<file path="src/rtl/if_stage_prefetch.sv">
// if_stage_prefetch: instruction-fetch stage with a credit-based prefetch FIFO.
// Issues sequential fetch requests, buffers returned words and presents the
// oldest one to ID. A branch redirect flushes the buffer and arranges for every
// response still in flight to be discarded when it arrives.
module if_stage_prefetch #(
    parameter int                ADDR_W   = 32,
    parameter int                DATA_W   = 32,
    parameter int                DEPTH    = 4,
    parameter int                PC_INC   = 4,
    parameter logic [ADDR_W-1:0] RESET_PC = '0
) (
    input  logic              clk,
    input  logic              rst,
    input  logic              freeze,
    input  logic              branch_taken,
    input  logic [ADDR_W-1:0] branch_addr,
    output logic              mem_req_valid,
    input  logic              mem_req_ready,
    output logic [ADDR_W-1:0] mem_req_addr,
    input  logic              mem_rsp_valid,
    input  logic [DATA_W-1:0] mem_rsp_data,
    output logic              if_valid,
    output logic [ADDR_W-1:0] pc,
    output logic [DATA_W-1:0] instruction
);

    localparam int                CW      = $clog2(DEPTH) + 1;
    localparam int                PW      = $clog2(DEPTH);
    localparam logic [CW:0]       DEPTH_L = (CW+1)'(DEPTH);
    localparam logic [ADDR_W-1:0] INC     = ADDR_W'(PC_INC);

    // Next address to request, and fetch address of the next non-stale response.
    logic [ADDR_W-1:0] fetch_pc;
    logic [ADDR_W-1:0] rsp_pc;

    // Occupancy bookkeeping: buffered words, requests in flight, stale responses.
    logic [CW-1:0]     count;
    logic [CW-1:0]     outstanding;
    logic [CW-1:0]     drop;

    logic [PW-1:0]     rd_ptr;
    logic [PW-1:0]     wr_ptr;
    logic [DATA_W-1:0] data_mem [DEPTH];
    logic [ADDR_W-1:0] pc_mem   [DEPTH];

    logic [CW:0]       credits_used;
    logic              accept;
    logic              rsp_fire;
    logic              push;
    logic              pop;
    logic [CW-1:0]     outstanding_next;
    logic [CW-1:0]     count_next;

    // Credit check, handshakes and FIFO push/pop decisions for this cycle.
    always_comb begin
        credits_used     = {1'b0, count} + {1'b0, outstanding};
        mem_req_valid    = !rst && (credits_used < DEPTH_L);
        mem_req_addr     = fetch_pc;
        accept           = mem_req_valid && mem_req_ready;
        rsp_fire         = mem_rsp_valid && !rst && (outstanding != '0);
        push             = rsp_fire && !branch_taken && (drop == '0);
        if_valid         = !rst && (count != '0);
        pop              = if_valid && !freeze && !branch_taken;
        outstanding_next = outstanding + {{(CW-1){1'b0}}, accept}
                                       - {{(CW-1){1'b0}}, rsp_fire};
        count_next       = count + {{(CW-1){1'b0}}, push}
                                 - {{(CW-1){1'b0}}, pop};
        pc               = if_valid ? pc_mem[rd_ptr]   : '0;
        instruction      = if_valid ? data_mem[rd_ptr] : '0;
    end

    // Control state: fetch pointer, counters, FIFO pointers, branch flush.
    always_ff @(posedge clk) begin
        if (rst) begin
            fetch_pc    <= RESET_PC;
            rsp_pc      <= RESET_PC;
            count       <= '0;
            outstanding <= '0;
            drop        <= '0;
            rd_ptr      <= '0;
            wr_ptr      <= '0;
        end else begin
            outstanding <= outstanding_next;
            if (branch_taken) begin
                fetch_pc <= branch_addr;
                rsp_pc   <= branch_addr;
                drop     <= outstanding_next;
                count    <= '0;
                rd_ptr   <= '0;
                wr_ptr   <= '0;
            end else begin
                if (accept) begin
                    fetch_pc <= fetch_pc + INC;
                end
                if (rsp_fire && (drop != '0)) begin
                    drop <= drop - 1'b1;
                end
                if (push) begin
                    rsp_pc <= rsp_pc + INC;
                    wr_ptr <= wr_ptr + 1'b1;
                end
                if (pop) begin
                    rd_ptr <= rd_ptr + 1'b1;
                end
                count <= count_next;
            end
        end
    end

    // FIFO storage: each entry holds the word and its fetch address + PC_INC.
    always_ff @(posedge clk) begin
        if (push) begin
            data_mem[wr_ptr] <= mem_rsp_data;
            pc_mem[wr_ptr]   <= rsp_pc + INC;
        end
    end

    // Credit invariants: buffer plus flight never exceeds DEPTH.
    always_ff @(posedge clk) begin
        if (!rst) begin
            assert ({1'b0, count} + {1'b0, outstanding} <= DEPTH_L);
            assert (drop <= outstanding);
        end
    end

endmodule

</file>
<file path="config.mk">
export PLATFORM = sky130hd
export DESIGN_NAME = if_stage_prefetch
export DESIGN_NICKNAME = d
export VERILOG_FILES = /design/src/rtl/if_stage_prefetch.sv
export SDC_FILE = /design/constraint.sdc
export NUM_CORES = 1
export LEC_CHECK = 0
export CORE_UTILIZATION = 56
export DETAILED_ROUTE_END_ITERATION = 10
export GPL_TIMING_DRIVEN = 0
export PLACE_DENSITY = 0.8
export REMOVE_ABC_BUFFERS = 1
export SLEW_MARGIN = 15
export SYNTH_ARGS = -nofsm -noshare
export SYNTH_HDL_FRONTEND = slang
export SYNTH_SLANG_ARGS = --single-unit
</file>
<file path="constraint.sdc">
create_clock -name clk -period 5 [get_ports clk]
set_input_delay 1 -clock clk [delete_from_list [all_inputs] [get_ports clk]]
set_output_delay 1 -clock clk [all_outputs]
set_load 0.02 [all_outputs]
</file>
# Word level (Yosys, flattened, before mapping)

Memory sizes are Yosys's and may differ from the RTL's. A register that Yosys moved wholly into a read port is not among the register bits.
Cells that the tools add are included.

Input port bits: 70
Register bits after elaboration: 77
Logic and storage cells: 55
Memories kept: 2
Memory bits (writable): 256
Output and inout bits: 98

Reduce and logical (&&, ||, !) cells: 21
Magnitude comparators: 1
Muxes and demuxes: 14
Add/sub/neg operators: 10

Memory list:

| name     | words | bits a word | read ports | clocked after memory_dff | write ports | line | text |
|---|---|---|---|---|---|---|---|
| data_mem | 4     | 32          | 1          | 1                        | 1           | 43   | `logic [DATA_W-1:0] data_mem [DEPTH];` |
| pc_mem   | 4     | 32          | 1          | 1                        | 1           | 44   | `logic [ADDR_W-1:0] pc_mem [DEPTH];` |

Operators by type and width:

| kind                  | number |
|---|---|
| $mux 32               | 6 |
| $add 32x3->32 const B | 2 |
| $logic_and 1x1->1     | 10 |
| $reduce_bool 3->1     | 3 |
| $mux 2                | 4 |
| $add 3x1->3           | 2 |
| $mux 3                | 2 |
| $reduce_bool 2->1     | 3 |
| $sub 3x1->3           | 2 |
| $add 2x1->2 const B   | 2 |
| $add 3x3->4           | 1 |
| $lt 4x3->1 const B    | 1 |
| $logic_not 1->1       | 3 |
| $logic_not 3->1       | 1 |
| $sub 3x1->3 const B   | 1 |
| $mux 1                | 2 |
| $reduce_or 2->1       | 1 |

# Logic depth before layout (Yosys ltp)

Gate-level depths: netlist of run 1.

Depth in word-level cells: 7
Depth in mapped cells: 14

# Least setup slack after synthesis of run 1

No wires, ideal clock.

Path type: in2reg
Start point: input port rst
End point: memory data_mem[0][0] (enable)
Path slack: 1.126 ns
Required time: 4.571 ns
Stages: 5
Library setup time: 0.429 ns
Arrival time: 3.444 ns
Cell sequence: buf_6 > nand4bb_4 > nor2_1 > clkbuf_1 > and3_1

Longest elaborated chain between the ends: 7

Ends and longest elaborated chain:

| item                            | line | text |
|---|---|---|
| start, declared                 | 13   | `input logic rst,` |
| $logic_not 1->1                 | n/a  |  |
| $logic_and 1x1->1 (2 in series) | 60   | `rsp_fire = mem_rsp_valid && !rst && (outstanding != '0);` |
| $logic_and 1x1->1 (2 in series) | 61   | `push = rsp_fire && !branch_taken && (drop == '0);` |
| $mux 1                          | 112  | `if (push) begin` |
| $mux 1 (implied by the code)    | 113  | `data_mem[wr_ptr] <= mem_rsp_data;` |
| end, declared                   | 43   |  |

No other way between the ends.

# Worst setup path in the final report of run 1

Start point: input port rst
End point: output port pc[12]

Longest elaborated chain between the ends: 3

Ends and longest elaborated chain:

| item              | line | text |
|---|---|---|
| $logic_not 1->1   | n/a  |  |
| $logic_and 1x1->1 | 62   | `if_valid = !rst && (count != '0);` |
| $mux 32           | 68   | `pc = if_valid ? pc_mem[rd_ptr] : '0;` |
| end, declared     | 23   | `output logic [ADDR_W-1:0] pc,` |

No other way between the ends.

==> results of run 1 <==
stage by stage:
| stage | TNS (ns) | cell area [µm²] | utilization, % | instances | setup slack [ns] |
|---|---|---|---|---|---|
| 6_report | 0 | 17800 | 70.0 | 1520 | 0.350 |
| 5_1_grt | 0 | 17800 | 70.0 | 1520 | 0.137 |
| 4_1_cts | 0 | 17800 | 70.0 | 1520 | 0.311 |
| 3_5_place_dp | 0 | 16800 | 66.1 | 1460 | 0.299 |
| 3_3_place_gp | -1031.17 | 16500 | 64.8 | 1449 | -3.26 |
| 2_1_floorplan | 0 | 14400 | - | 952 | 0.399 |
worst max-delay path, cell delays in order:
cell	delay, ns
clkdlybuf4s50_1	0.87
nor2_4	0.55
buf_16	0.22
buf_16	0.18
and2_1	0.16
clkdlybuf4s50_1	0.65
routing by layer:
metal | part of all wire, % | track usage, % | wire, µm | up-vias
met5 | 0 | 0 | 0 | -
met4 | 2.1 | 7.37 | 664 | 0
met3 | 7.4 | 4.07 | 2320 | 55
met2 | 47 | 37.6 | 14700 | 388
met1 | 44 | 34.9 | 13700 | 4525
li1 | - | - | - | 4298
state kept, by name (all words and copies together), names as in the netlist, named ones only:
signal and flops:
drop 3, pc_mem 128, rd_ptr 2, count 3, outstanding 3, data_mem 128, wr_ptr 2, rsp_pc 32
mem_req_addr 32
synthesized netlist by cell type (all sizes together) (2+ instances only):
cell    count  area share (%)
a31oi      14            0.59
and4       14            0.83
edfxtp    256              52
nor2       35            0.89
mux2i       2            0.14
fa          2            0.27
xor2       12            0.71
a21boi     11            0.56
a311oi      4            0.24
mux4       64             9.8
ha         14             1.2
a211oi     14            0.71
xnor2      37             2.2
nor2b       9            0.38
o21a       19            0.97
inv        20            0.51
nand2      43             1.1
o31ai      12            0.61
or2         4            0.17
or3         7            0.30
and2       70             3.0
nor4       34             1.7
clkbuf     54             1.4
nand3      28            0.99
nor3       25            0.92
a21o        2            0.10
dfxtp      79              11
o31a       26             1.5
a21oi      10            0.34
buf        16            0.61
or4        11            0.59
nor4bb      2            0.14
a311o       3            0.20
nor4b       3            0.22
and3       12            0.51
o21ai      14            0.48
nand4      27             1.3
final cells by class:
class | count | area share (%)
Clock buffer | 47 | 5.16
Clock inverter | 13 | 0.477
Inverter | 20 | 0.435
Multi-Input combinational cell | 597 | 28.7
Sequential cell | 335 | 52.0
Tap cell | 330 | 2.31
Timing Repair Buffer | 178 | 10.9
cells by family after synthesis:
| family | Yosys count | share of synthesized area, % |
|---|---|---|
| AOI/OAI and AO/OA | 137 | 6.85 |
| xor gates and xnor gates | 49 | 2.91 |
| adders and majority gates | 16 | 1.46 |
| buffers and inverters | 90 | 2.51 |
| DFF | 335 | 62.9 |
| muxes | 66 | 9.92 |
| and+or+nand+nor | 329 | 13.4 |
worst max-delay path by stage:
| stage | startpoint | endpoint | slack [ns] | cells after the start |
|---|---|---|---|---|
| 2_1_floorplan | flip-flop | instruction[0] | 0.40 | 2 |
| 3_3_place_gp | branch_taken | data_mem[2][27] | -3.26 | 3 |
| 3_5_place_dp | rst | pc[12] | 0.30 | 6 |
| 4_1_cts | rst | pc[12] | 0.31 | 6 |
| 5_1_grt | rst | pc[11] | 0.14 | 6 |
| 6_report | rst | pc[12] | 0.35 | 6 |
cells in the final DEF (no fill, tap or decap), drive strengths merged, types with 14 or more instances in the layout:
master and n:
edfxtp 256, xnor2 37, nand3 28, ha 14, and4 14, o21ai 14
clkdlybuf4s50 166, inv 21, o31a 26, mux4 64, nor4 34, o21a 19
a211oi 14, clkbuf 47, nor2 35, and2 70, dfxtp 79, nor3 25
nand2 43, a31oi 14, nand4 27
report_power, final:
part	switching, W	total [W]	internal, W
Clock	0.00100	0.00234	0.00134
Combinational	0.000287	0.000528	0.000241
Sequential	0.0000843	0.00317	0.00308
==> qor.csv, run 1 <==
metric;value;unit
postSynthCellCount;1022;
power_density;338;nW/µm²
crit_fanout;31;
row_count;58;
clock-skew-final;0.0125;ns
synth_edf_count;256;
critPathArrivalTime;3.65;ns
ff2ff_setup_slack;1.79;ns
finalSetupViolations;0;
grt_max_degree;77;
grt_antenna_before_repair;0;
dieArea;27000;µm²
wl;31.4;mm
synth_cell_type_count;64;
drc_errors;0;
start_util;57.8;%
yosysSeqAreaShare;62.9;%
hp-start;mem_req_addr[1];
synth_seq_cells;335;
clk_latency;0.51;ns
cts_tree;built;
drt_iter0_drc;823;
clk_path_buf_depth;3;
antenna_cells;0;
avgSynthCellArea;14.4;µm²
track_usage;24.2;%
synth_ff_type;edfxtp_1;
maxSlewViolCount;0;
ant_nets;0;
p_total;0.00604;W
endpoint_kind;output pin;
grt_pass1_vias;9073;
holdPathEnd;mem_req_addr[1];
r2r-start;drop[0];
ys_warn_count;0;
ff_latch_area;9280;µm²
max-vdd-ir-drop;0.000313;V
path_clk_slew;0.05;ns
htreeDepth;2;
outcome;finished, final reports clean;
finalCritPeriodShare;93.0;%
multi_input_area;5120;µm²
area_growth;21.1;%
whs;0.462;ns
vias;9266;
die_x;164;µm
numCtsBuffers;35;
async_reset_ff_share;0;%
hold_viol;0;
layout-drive-gt1-share;12.2;%
hold_class;reg -> reg;
avgViaCountPerCell;6.10;
holdBufCountCts;0;
post_cts_buffers;0;
rsz0062_at_grt;false;
max_slew.worst_pin.slew;1.00;ns
firstDrtPassIters;5;
crit_type;in -> out;
nets;1253;
r2r_end;count[2];
worstPathRequired;4.00;ns
routedWlPerCell;20.7;µm
place_congestion;0.864;
cts_sinks;335;
nFillCells;1681;
dp_hpwl;20.3;mm
die_h;164;µm
power.leakage;5.65;nW
grt_pass1_wl;49.6;mm
whs_path_depth;2;
cap_violations;0;
max_slew_margin;33.2;%
r2r.worst_path.cells;13;
clockRootBuffer;clkbuf_16;
max_freq;215;MHz
critPathLaunchType;input port;
core-area;25500;µm²
cts_repair_resize_count;0;
syn_area;14700;µm²
ios;168;
io_buffers;167;
grt-ovfl-total;0;
min_period;4.65;ns
Power figures use the tool's default switching activity.
==> run 2, diff against run 1 <==
--- a/config.mk
+++ b/config.mk
@@ -5,6 +5,7 @@
 export SDC_FILE = /design/constraint.sdc
 export NUM_CORES = 1
 export LEC_CHECK = 0
+export CORE_ASPECT_RATIO = 1.4
 export CORE_UTILIZATION = 56
 export DETAILED_ROUTE_END_ITERATION = 10
 export GPL_TIMING_DRIVEN = 0
==> qor.csv, run 2 (synthesis gave the netlist of run 1 again) <==
metric;value;unit
layout_commonest_cell;edfxtp_1;
p_total;0.00630;W
power.leakage;5.68;nW
clk_path_buf_depth;3;
dp_hpwl;19.8;mm
drc_errors;12;
hold_viol;0;
slowest_stage;clkdlybuf4s50_1;
place_congestion;0.853;
crit_chain;clkdlybuf4s50_1 -> nor2_4 -> buf_12 -> and2_1 -> clkdlybuf4s50_1;
crit_fanout;35;
layout-drive-gt1-share;13.2;%
row_count;69;
avgViaCountPerCell;6.13;
p_sw_share;21.9;%
die_h;194;µm
nFillCells;1707;
cap_violations;0;
largestRegisters;data_mem: 128 flops, pc_mem: 128 flops;
combPwrFrac;8.4;%
worstPathRequired;4.00;ns
cts_tree;built;
maxSlewViolCount;0;
finalSetupViolations;0;
whs;0.460;ns
grt_pass1_vias;9363;
area_growth;21.5;%
critPathArrivalTime;3.80;ns
max_slew_margin;21.6;%
pwr-share-seq;50.2;%
cts_sinks;335;
critPathLaunchType;input port;
drt_iter0_drc;646;
violations;DRC;
outcome;finished with violations;
start_util;57.4;%
die_x;139;µm
rsz0062_at_grt;false;
grt_pass1_wl;49.2;mm
cp_slowest_stage_delay;1.01;ns
wl;31.0;mm
grt-ovfl-total;0;
routedWlPerCell;20.6;µm
post_cts_buffers;0;
dieArea;27000;µm²
track_usage;23.1;%
finalCritPeriodShare;96.1;%
path_clk_slew;0.06;ns
clock-skew-final;0.0176;ns
clkPwrFrac;41.4;%
cts_repair_resize_count;0;
holdBufCountCts;0;
crit_type;in -> out;
htreeDepth;1;
ant_nets;0;
clockRootBuffer;clkbuf_16;
p_switching;0.00138;W
hold_class;reg -> reg;
vias;9223;
endpoint_kind;output pin;
firstDrtPassIters;8;
max_freq;208;MHz
power_density;352;nW/µm²
core-area;25600;µm²
grt_max_degree;77;
layout_common_cells;edfxtp_1 (256), clkdlybuf4s50_1 (166), dfxtp_1 (77);
antenna_cells;0;
nets;1248;
max_slew.worst_pin.slew;1.17;ns
internal_power;0.00492;W
cp_common_cell;clkdlybuf4s50_1;
ios;168;
io_buffers;167;
clk_latency;0.56;ns
max-vdd-ir-drop;0.000282;V
final_core_util;69.8;%
numCtsBuffers;30;
grt_antenna_before_repair;0;
min_period;4.80;ns
[run 2: changes by cell type in the layout (fill, tap and decap cells not counted), sizes merged]
cell and change:
clkinvlp +4, clkbuf -15, buf -1, clkinv -1, bufinv +8, nor2 +1
[run 2: path summary, 6_finish.rpt]
path,from,end,slack (ns),cells past startpoint
max,rst,pc[12],0.20,5
max reg2reg,drop[0],count[2],1.80,13
min reg2reg,mem_req_addr[1],mem_req_addr[1],0.46,2
min,mem_req_addr[1],mem_req_addr[1],0.46,2
[run 2: power by group through the flow]
stage          Combinational [W]  Clock (W)  Sequential, W
5_1_grt                 0.000572    0.00275        0.00318
2_1_floorplan           0.000283          0        0.00323
3_5_place_dp            0.000525          0        0.00322
4_1_cts                 0.000532    0.00265        0.00316
6_report                0.000530    0.00261        0.00317
3_3_place_gp            0.000498          0        0.00322
[run 2: stage by stage]
| step | cell area [µm²] | TNS (ns) | setup WS, ns | cells |
|---|---|---|---|---|
| finish | 17900 | 0 | 0.195 | 1505 |
| global route | 17900 | 0 | 0.0167 | 1505 |
| CTS | 17900 | 0 | 0.0968 | 1504 |
| detailed placement | 16700 | 0 | 0.0402 | 1448 |
| global placement | 16500 | -1065.66 | -3.35 | 1438 |
| floorplan | 14400 | 0 | 0.399 | 952 |
[run 2: final cells by class]
cell class                 count  area (µm²)  area share, %
sequential                   335        9280           51.8
multi-input combinational    598        5130           28.7
timing repair buffer         177        1870           10.4
clock buffer                  32         779           4.36
tap                          319         399           2.23
clock inverter                24         363           2.03
inverter                      20        77.6          0.433
[run 2: critical path, delay by kind of cell]
family	cells	cell delay, ns
simple gates	2	0.88
buf+inv	3	1.90
[run 2: metal layers]
| layer | vias to the layer above | wire length [µm] | share of wire, % | track usage, % |
|---|---|---|---|---|
| met5 | - | 0 | 0 | 0 |
| met4 | 0 | 835 | 2.7 | 7.78 |
| met3 | 58 | 1640 | 5.3 | 2.82 |
| met2 | 316 | 16000 | 51 | 40.7 |
| met1 | 4570 | 12600 | 41 | 29.5 |
| li1 | 4279 | - | - | - |
